[src/rtl/sequenciador_entrada.sv]
// ---------------------------------------------------------------------------
// sequenciador_entrada
//
// Keypad input sequencer feeding the calculator operator stage. Tracks the
// entry "digit A, operator, digit B, equals" and presents the operands, the
// operator, the enable and the FSM state to the next stage. Abandons a
// half-typed entry after TIMEOUT_CICLOS idle cycles in LE_OP/LE_B.
//
// Parameters:
//   TIMEOUT_CICLOS : idle cycles tolerated in LE_OP/LE_B (0 = no timeout)
//   LARG_TIMER     : idle counter width, 2**LARG_TIMER > TIMEOUT_CICLOS
//
// Ports:
//   clk          in   1  system clock, rising edge
//   reset        in   1  synchronous active-high reset
//   tecla        in   4  key code (0-9 digit, A mul, B sub, C add, D equals,
//                        E clear, F invalid)
//   tecla_valida in   1  high while a key is held
//   A            out  4  first operand
//   OP           out  4  operator code (only A/B/C are ever stored)
//   B            out  4  second operand
//   E            out  1  operator stage enable, high exactly in RESULTADO
//   Q            out  2  FSM state
//   erro         out  1  one-cycle pulse per rejected key
// ---------------------------------------------------------------------------
module sequenciador_entrada #(
    parameter int TIMEOUT_CICLOS = 50_000_000,
    parameter int LARG_TIMER     = 26
) (
    input  logic       clk,
    input  logic       reset,
    input  logic [3:0] tecla,
    input  logic       tecla_valida,
    output logic [3:0] A,
    output logic [3:0] OP,
    output logic [3:0] B,
    output logic       E,
    output logic [1:0] Q,
    output logic       erro
);

    typedef enum logic [1:0] {
        LE_A      = 2'b00,
        LE_OP     = 2'b01,
        LE_B      = 2'b10,
        RESULTADO = 2'b11
    } estado_t;

    localparam logic [3:0] TECLA_IGUAL = 4'hD;
    localparam logic [3:0] TECLA_LIMPA = 4'hE;
    localparam logic [LARG_TIMER-1:0] TIMER_FIM =
        LARG_TIMER'((TIMEOUT_CICLOS > 0) ? TIMEOUT_CICLOS - 1 : 0);

    estado_t               estado_q, estado_d;
    logic [3:0]            a_q, a_d;
    logic [3:0]            op_q, op_d;
    logic [3:0]            b_q, b_d;
    logic                  e_q, e_d;
    logic                  erro_q, erro_d;
    logic                  tem_b_q, tem_b_d;
    logic [LARG_TIMER-1:0] timer_q, timer_d;
    logic                  valida_ant_q, valida_ant_d;

    logic aceita;
    logic eh_digito;
    logic eh_operador;
    logic ocioso_conta;
    logic expira;

    // A key counts only on the rising edge of tecla_valida, so a held key
    // is taken exactly once.
    assign aceita       = tecla_valida & ~valida_ant_q;
    assign eh_digito    = (tecla <= 4'd9);
    assign eh_operador  = (tecla >= 4'hA) && (tecla <= 4'hC);
    assign ocioso_conta = (estado_q == LE_OP) || (estado_q == LE_B);
    assign expira       = (TIMEOUT_CICLOS != 0) && ocioso_conta && (timer_q == TIMER_FIM);

    always_comb begin
        // NOTE: every _d gets a default first so no path can infer a latch.
        estado_d     = estado_q;
        a_d          = a_q;
        op_d         = op_q;
        b_d          = b_q;
        tem_b_d      = tem_b_q;
        erro_d       = 1'b0;
        valida_ant_d = tecla_valida;

        if (aceita) begin
            // An accepted key takes priority over a timeout in the same cycle.
            if (tecla == TECLA_LIMPA) begin
                estado_d = LE_A;
                a_d      = '0;
                op_d     = '0;
                b_d      = '0;
                tem_b_d  = 1'b0;
            end else begin
                unique case (estado_q)
                    LE_A: begin
                        if (eh_digito) begin
                            a_d      = tecla;
                            estado_d = LE_OP;
                        end else begin
                            erro_d = 1'b1;
                        end
                    end
                    LE_OP: begin
                        if (eh_digito) begin
                            a_d = tecla;
                        end else if (eh_operador) begin
                            op_d     = tecla;
                            tem_b_d  = 1'b0;
                            estado_d = LE_B;
                        end else begin
                            erro_d = 1'b1;
                        end
                    end
                    LE_B: begin
                        if (eh_digito) begin
                            b_d     = tecla;
                            tem_b_d = 1'b1;
                        end else if (eh_operador) begin
                            op_d = tecla;
                        end else if (tecla == TECLA_IGUAL && tem_b_q) begin
                            estado_d = RESULTADO;
                        end else begin
                            erro_d = 1'b1;
                        end
                    end
                    RESULTADO: begin
                        // A digit here starts a fresh calculation.
                        if (eh_digito) begin
                            a_d      = tecla;
                            b_d      = '0;
                            op_d     = '0;
                            tem_b_d  = 1'b0;
                            estado_d = LE_OP;
                        end else begin
                            erro_d = 1'b1;
                        end
                    end
                    default: estado_d = LE_A;
                endcase
            end
        end else if (expira) begin
            estado_d = LE_A;
            a_d      = '0;
            op_d     = '0;
            b_d      = '0;
            tem_b_d  = 1'b0;
        end

        e_d = (estado_d == RESULTADO);

        // Idle counter only runs while waiting mid-entry with nothing happening.
        if (aceita || (estado_d != estado_q) || !ocioso_conta) begin
            timer_d = '0;
        end else begin
            timer_d = timer_q + 1'b1;
        end
    end

    always_ff @(posedge clk) begin
        // NOTE: sequential state uses non-blocking assignments only.
        if (reset) begin
            estado_q     <= LE_A;
            a_q          <= '0;
            op_q         <= '0;
            b_q          <= '0;
            e_q          <= 1'b0;
            erro_q       <= 1'b0;
            tem_b_q      <= 1'b0;
            timer_q      <= '0;
            valida_ant_q <= 1'b0;
        end else begin
            estado_q     <= estado_d;
            a_q          <= a_d;
            op_q         <= op_d;
            b_q          <= b_d;
            e_q          <= e_d;
            erro_q       <= erro_d;
            tem_b_q      <= tem_b_d;
            timer_q      <= timer_d;
            valida_ant_q <= valida_ant_d;
        end
    end

    assign A    = a_q;
    assign OP   = op_q;
    assign B    = b_q;
    assign E    = e_q;
    assign Q    = estado_q;
    assign erro = erro_q;

endmodule

[config.mk]
export PLATFORM = sky130hd
export DESIGN_NAME = sequenciador_entrada
export DESIGN_NICKNAME = d
export VERILOG_FILES = /design/src/rtl/sequenciador_entrada.sv
export SDC_FILE = /design/constraint.sdc
export NUM_CORES = 1
export LEC_CHECK = 0
export ABC_CLOCK_PERIOD_IN_PS = 3600
export CORE_MARGIN = 10
export CORE_UTILIZATION = 45
export DETAILED_ROUTE_END_ITERATION = 6
export HOLD_SLACK_MARGIN = 0.06
export PLACE_DENSITY = 0.64
export RECOVER_POWER = 50
export SYNTH_ARGS = -nofsm -noshare
export SYNTH_HDL_FRONTEND = slang
export SYNTH_SLANG_ARGS = --single-unit
[constraint.sdc]
create_clock -name clk -period 3.6 [get_ports clk]
set_clock_uncertainty 0.15 [all_clocks]
set_input_delay 0.54 -clock clk [delete_from_list [all_inputs] [get_ports clk]]
set_output_delay 0.54 -clock clk [all_outputs]
set_load 0.02 [all_outputs]
Yosys cells after proc, flatten, opt, wreduce, memory -nomap -nowiden
Cells that the tools add are included.
{"block": "totals", "regBits": 44, "in_bits": 7, "out_inout_bits": 16, "elab_cells": 92}
{"block": "op_classes", "n_addsub": 1, "magnitude_cmp": 3, "n_eq_ne": 19, "muxes": 39, "bitwise_logic": 3, "reduce_logical": 18}
{"cell": "$mux W4", "count": 12}
{"cell": "$add A26 B1 Y26 const B", "count": 1}
{"cell": "$eq A26 B26 Y1 const B", "count": 1}
{"cell": "$mux W2", "count": 9}
{"cell": "$ne A4 B3 Y1 const B", "count": 4}
{"cell": "$pmux W4 S2", "count": 2}
{"cell": "$mux W1", "count": 13}
{"cell": "$eq A4 B4 Y1 const B", "count": 2}
{"cell": "$le A4 B4 Y1 const B", "count": 2}
{"cell": "$ne A4 B2 Y1 const B", "count": 2}
{"cell": "$eq A2 B2 Y1 const B", "count": 3}
{"cell": "$pmux W1 S3", "count": 2}
{"cell": "$pmux W2 S3", "count": 1}
{"cell": "$reduce_and A6 Y1", "count": 1}
{"cell": "$reduce_or A2 Y1", "count": 3}
{"cell": "$reduce_or A3 Y1", "count": 2}
{"cell": "$ne A5 B1 Y1 const B", "count": 1}
{"cell": "$reduce_and A5 Y1", "count": 1}
{"cell": "$ge A4 B4 Y1 const B", "count": 1}
{"cell": "$ne A4 B1 Y1 const B", "count": 1}
{"cell": "$ne A4 B4 Y1 const B", "count": 1}
{"cell": "$reduce_and A4 Y1", "count": 1}
{"cell": "$logic_and A1 B1 Y1", "count": 3}
{"cell": "$logic_or A1 B1 Y1", "count": 3}
{"cell": "10 further kinds", "count": 11}

Longest topological paths before layout
{"block": "depth", "depth_word": 12, "depth_mapped": 9, "depth_no_buf": 7}

Worst setup path after synthesis
No wires, ideal clock.
{"block": "synth_timing", "kind": "reg2reg", "startpoint": "reg estado_q[0], in the netlist Q[0]", "endpoint": "reg b_q[0], in the netlist B[0]", "setup_ps": 123, "arrival_ps": 2360, "required_ps": 3327, "slack_ps": 967, "path_stages_with_launch": 8, "path_buffers": 0, "period_less_slack_ps": 2633, "path_cell_list": "dfxtp_1 inv_1 ha_1 or4_1 nor4_4 a21o_2 and2_2 mux2_1"}
{"block": "synth_between", "elab_chain_len": 5, "elab_cells_between_ends": 13, "cone_classes": "eq/ne: 6; mux: 3; reduce/logical: 4"}
{"element": "start, declared", "line": "54", "source": "estado_t estado_q, estado_d;"}
{"element": "start signal, assigned", "line": "175", "source": "estado_q <= estado_d;"}
{"element": "$eq A2 B1 Y1 / $eq A2 B2 Y1 (equally long branches)", "line": "75, 97"}
{"element": "$logic_or A1 B1 Y1", "line": "75", "source": "assign ocioso_conta = (estado_q == LE_OP) || (estado_q == LE_B);"}
{"element": "$logic_and A1 B1 Y1", "line": "76", "source": "assign expira = (TIMEOUT_CICLOS != 0) && ocioso_conta && (timer_q == TIMER_FIM);"}
{"element": "$reduce_bool A2 Y1 (no line)"}
{"element": "$reduce_and A4 Y1 (no line)"}
{"element": "end signal, assigned", "line": "168", "source": "b_q <= '0;"}
{"element": "end signal, assigned", "line": "178", "source": "b_q <= b_d;"}
{"element": "end, declared", "line": "57", "source": "logic [3:0] b_q, b_d;"}
Several ways; a longest one is shown, not always the timed one.
A chain may end at the register's enable or synchronous reset.

Worst setup path after layout
Same ends and word-level chain as after synthesis.

==> flow_summary.json <==
{
  "worstSkewPairLatency_ns": 0.30,
  "cts_tree": "done",
  "dieArea_mm2": 0.00806,
  "cp_max_fo": 9,
  "holdBufCountCts": 0,
  "intPower_mw": 0.737,
  "grt_pass1_wl_mm": 8.57,
  "multi_input_area_mm2": 0.00121,
  "worst_slew_pin_slew_ns": 0.710,
  "cp.required_ns": 3.64,
  "rsz0062_at_grt": "false",
  "async_reset_ff_share_pct": 0,
  "netlist_area_mm2": 0.00219,
  "drcViolationCount": 0,
  "holdWs_ns": 0.304,
  "wirelength_mm": 4.78,
  "clkTransAtPathRegs_ns": 0.09,
  "dp_hpwl_mm": 3.49,
  "reg2reg_from": "Q[0]",
  "worstPathArrival_ns": 3.03,
  "floorplan.rows": 25,
  "drv_slew": 0,
  "yosys_warnings": 0,
  "drv_cap": 0,
  "cts_buffer_depth": 2,
  "wire_per_inst_um": 13.5,
  "initial_core_util_pct": 46.4,
  "critPathCaptureType": "flop",
  "ys_types": 47,
  "ant_nets": 0,
  "antenna_found_initial": 0,
  "drive_gt1_share_pct": 6.25,
  "drt_iter0_markers": 79,
  "vias_per_cell": 5.35,
  "ir_drop_mv": 0.228,
  "path_class": "reg2reg",
  "ys_seq_area_share_pct": 40.2,
  "synth_edf_count": 0,
  "layout_min_cycle_time_ns": 2.99,
  "reg2reg_depth": 7,
  "swShare_pct": 24.0,
  "cts-buffers-inserted": 5,
  "r2r_slack_ns": 0.61,
  "pwr-share-seq_pct": 51.3,
  "die_y_um": 89.8,
  "pin_count": 23,
  "area_delta_synth_final_pct": 17.3,
  "ff_latch_area_um2": 881,
  "crit_path_end": "B[0]",
  "fin_crit_sh_pct": 83.1,
  "setup_viol": 0,
  "power_frac_clock_pct": 39.3,
  "clock-sinks": 44,
  "core_mm2": 0.00472,
  "syn-mean-instance-area_um2": 8.26,
  "fp.dieW_um": 89.8,
  "setup_tns_ns": 0,
  "finalWeightedCongestion": 0.796,
  "final-hold-violation-count": 0,
  "postCtsSetupBuffers": 0,
  "holdCritPathClass": "reg2reg",
  "syn_nets": 276,
  "start_kind": "flop",
  "synthFlopType": "dfxtp_1",
  "first_global_vias": 1893,
  "max-slew-margin-rel_pct": 52.2,
  "synth-seq-cells": 44,
  "cts_htree_levels": 2,
  "pwr-share-comb_pct": 9.3,
  "nets": 298,
  "num_vias": 1900,
  "power_density_mw_per_mm2": 378,
  "grt_max_degree": 17,
  "first_pass_iters": 4,
  "synthCells": 265,
  "power.leakage_nw": 0.876,
  "r2r-end": "B[0]",
  "gr-total-overflow": 0,
  "clockRootBuffer": "clkbuf_8",
  "fillCellCount": 459,
  "insertedDiodeCount": 0,
  "outcome": "completed",
  "p_sw_mw": 0.232,
  "port_buffers": 22,
  "fmax_mhz": 334,
  "cts-resized-gates": 0,
  "track_usage_pct": 12.2,
  "critical_path.startpoint": "Q[0]"
}
## per-stage QoR
stage	setup WS [ns]	power, mW	std cells	util, %	instance area [µm²]
after CTS	0.830	0.989	355	54.8	2590
after floorplan	0.967	0.568	265	-	2190
final	0.610	0.969	355	54.4	2570
after global routing	0.415	1.01	355	54.4	2570
after detailed placement	0.748	0.603	347	52.3	2470
after global placement	0.830	0.602	347	52.3	2470
## worst min-delay path by stage
stage	startpoint	to	slack [ns]	depth (start not counted)
after global routing	A[2]	A[2]	0.33	2
after CTS	timer_q[0]	timer_q[0]	0.31	1
after floorplan	timer_q[0]	timer_q[0]	0.27	1
after global placement	timer_q[0]	timer_q[0]	0.28	1
after detailed placement	timer_q[0]	timer_q[0]	0.29	1
final	timer_q[0]	timer_q[0]	0.30	1
## synth_stat cells, types with 2 or more instances
cell type	number	area share, %
a211oi_1	3	1.0
a21oi_1	11	2.5
and2_1	2	0.57
and3_1	2	0.57
clkbuf_1	8	1.4
dfxtp_1	44	40
ha_1	4	2.3
inv_1	9	1.5
mux2i_1	3	1.4
nand2_1	29	5.0
nand2b_1	5	1.4
nand3_1	17	3.9
nand4_1	6	1.7
nand4b_1	3	1.2
nor2_1	34	5.8
nor2b_1	6	1.7
nor3_1	6	1.4
nor4_1	5	1.4
nor4b_1	3	1.2
o21a_1	2	0.69
o21ai_0	13	3.0
or3_1	4	1.1
or3b_2	2	0.80
xnor2_1	9	3.6
xor2_1	13	5.2
## registers in the layout, summed over array words and instances, names as in the netlist
| register | cells |
|---|---|
| OP | 4 |
| E | 1 |
| tem_b_q | 1 |
| B | 4 |
| erro | 1 |
| valida_ant_q | 1 |
| timer_q | 26 |
| A | 4 |
| Q | 2 |
## power by group through the flow
stage	sequential [mW]	combinational [mW]	clock, mW
finish	0.497	0.0905	0.381
global route	0.499	0.100	0.413
CTS	0.498	0.0937	0.397
detailed placement	0.509	0.0932	0
global placement	0.509	0.0931	0
floorplan	0.515	0.0530	0
## kinds of logic (layout without fill, tap and decap cells)
| group | count (synthesis) | in the layout | share of synthesized area, % |
|---|---|---|---|
| flip-flops | 44 | 44 | 40.2 |
| AND/OR/NAND/NOR | 132 | 132 | 31.7 |
| XOR/XNOR | 22 | 22 | 8.80 |
| AO/OA/AOI/OAI | 40 | 40 | 11.4 |
| adder cells (fa/ha/maj) | 4 | 4 | 2.29 |
| multiplexers | 4 | 4 | 1.89 |
| buffers and inverters | 19 | 42 | 3.66 |
## cells in the final DEF, fill, tap and decap left out, types with 2 or more instances in the layout
master / n
nor4_1: 6
nand4b_1: 3
or3b_2: 2
xnor2_1: 9
xor2_1: 13
and2_0: 2
clkinv_4: 2
nand2b_1: 5
dlygate4sd3_1: 17
a211oi_1: 3
a21oi_1: 11
clkdlybuf4s50_1: 5
nor2_1: 34
dfxtp_1: 44
buf_4: 2
clkbuf_8: 5
nand4_1: 6
or3_1: 4
nor3_1: 6
ha_1: 4
nor4b_1: 3
and3_1: 2
o21ai_0: 13
mux2i_1: 3
o21a_1: 2
nor2b_1: 6
nand2_1: 29
nand3_1: 17
inv_1: 9
## worst max-delay path: stages, from the launching register on
cell and delay (ns):
dfxtp_1 0.49, inv_1 0.08, ha_1 0.40, or4_1 0.42
nor4_1 0.54, a21o_2 0.30, and2_2 0.19, mux2_1 0.31
## layout make-up
class	count	share of cell area, %
clock buffer	5	2.68
multi-input combinational	202	47.3
timing repair buffer	25	9.31
inverter	9	1.32
sequential	44	34.3
clock inverter	3	1.85
tap	67	3.27
## layer usage
metal  part of all wire [%]  track usage, %
met2                     50            21.3
met3                    4.5            2.83
met5                      0               0
met4                    1.7            5.80
met1                     44            13.7
(Power assumes the default switching activity.)
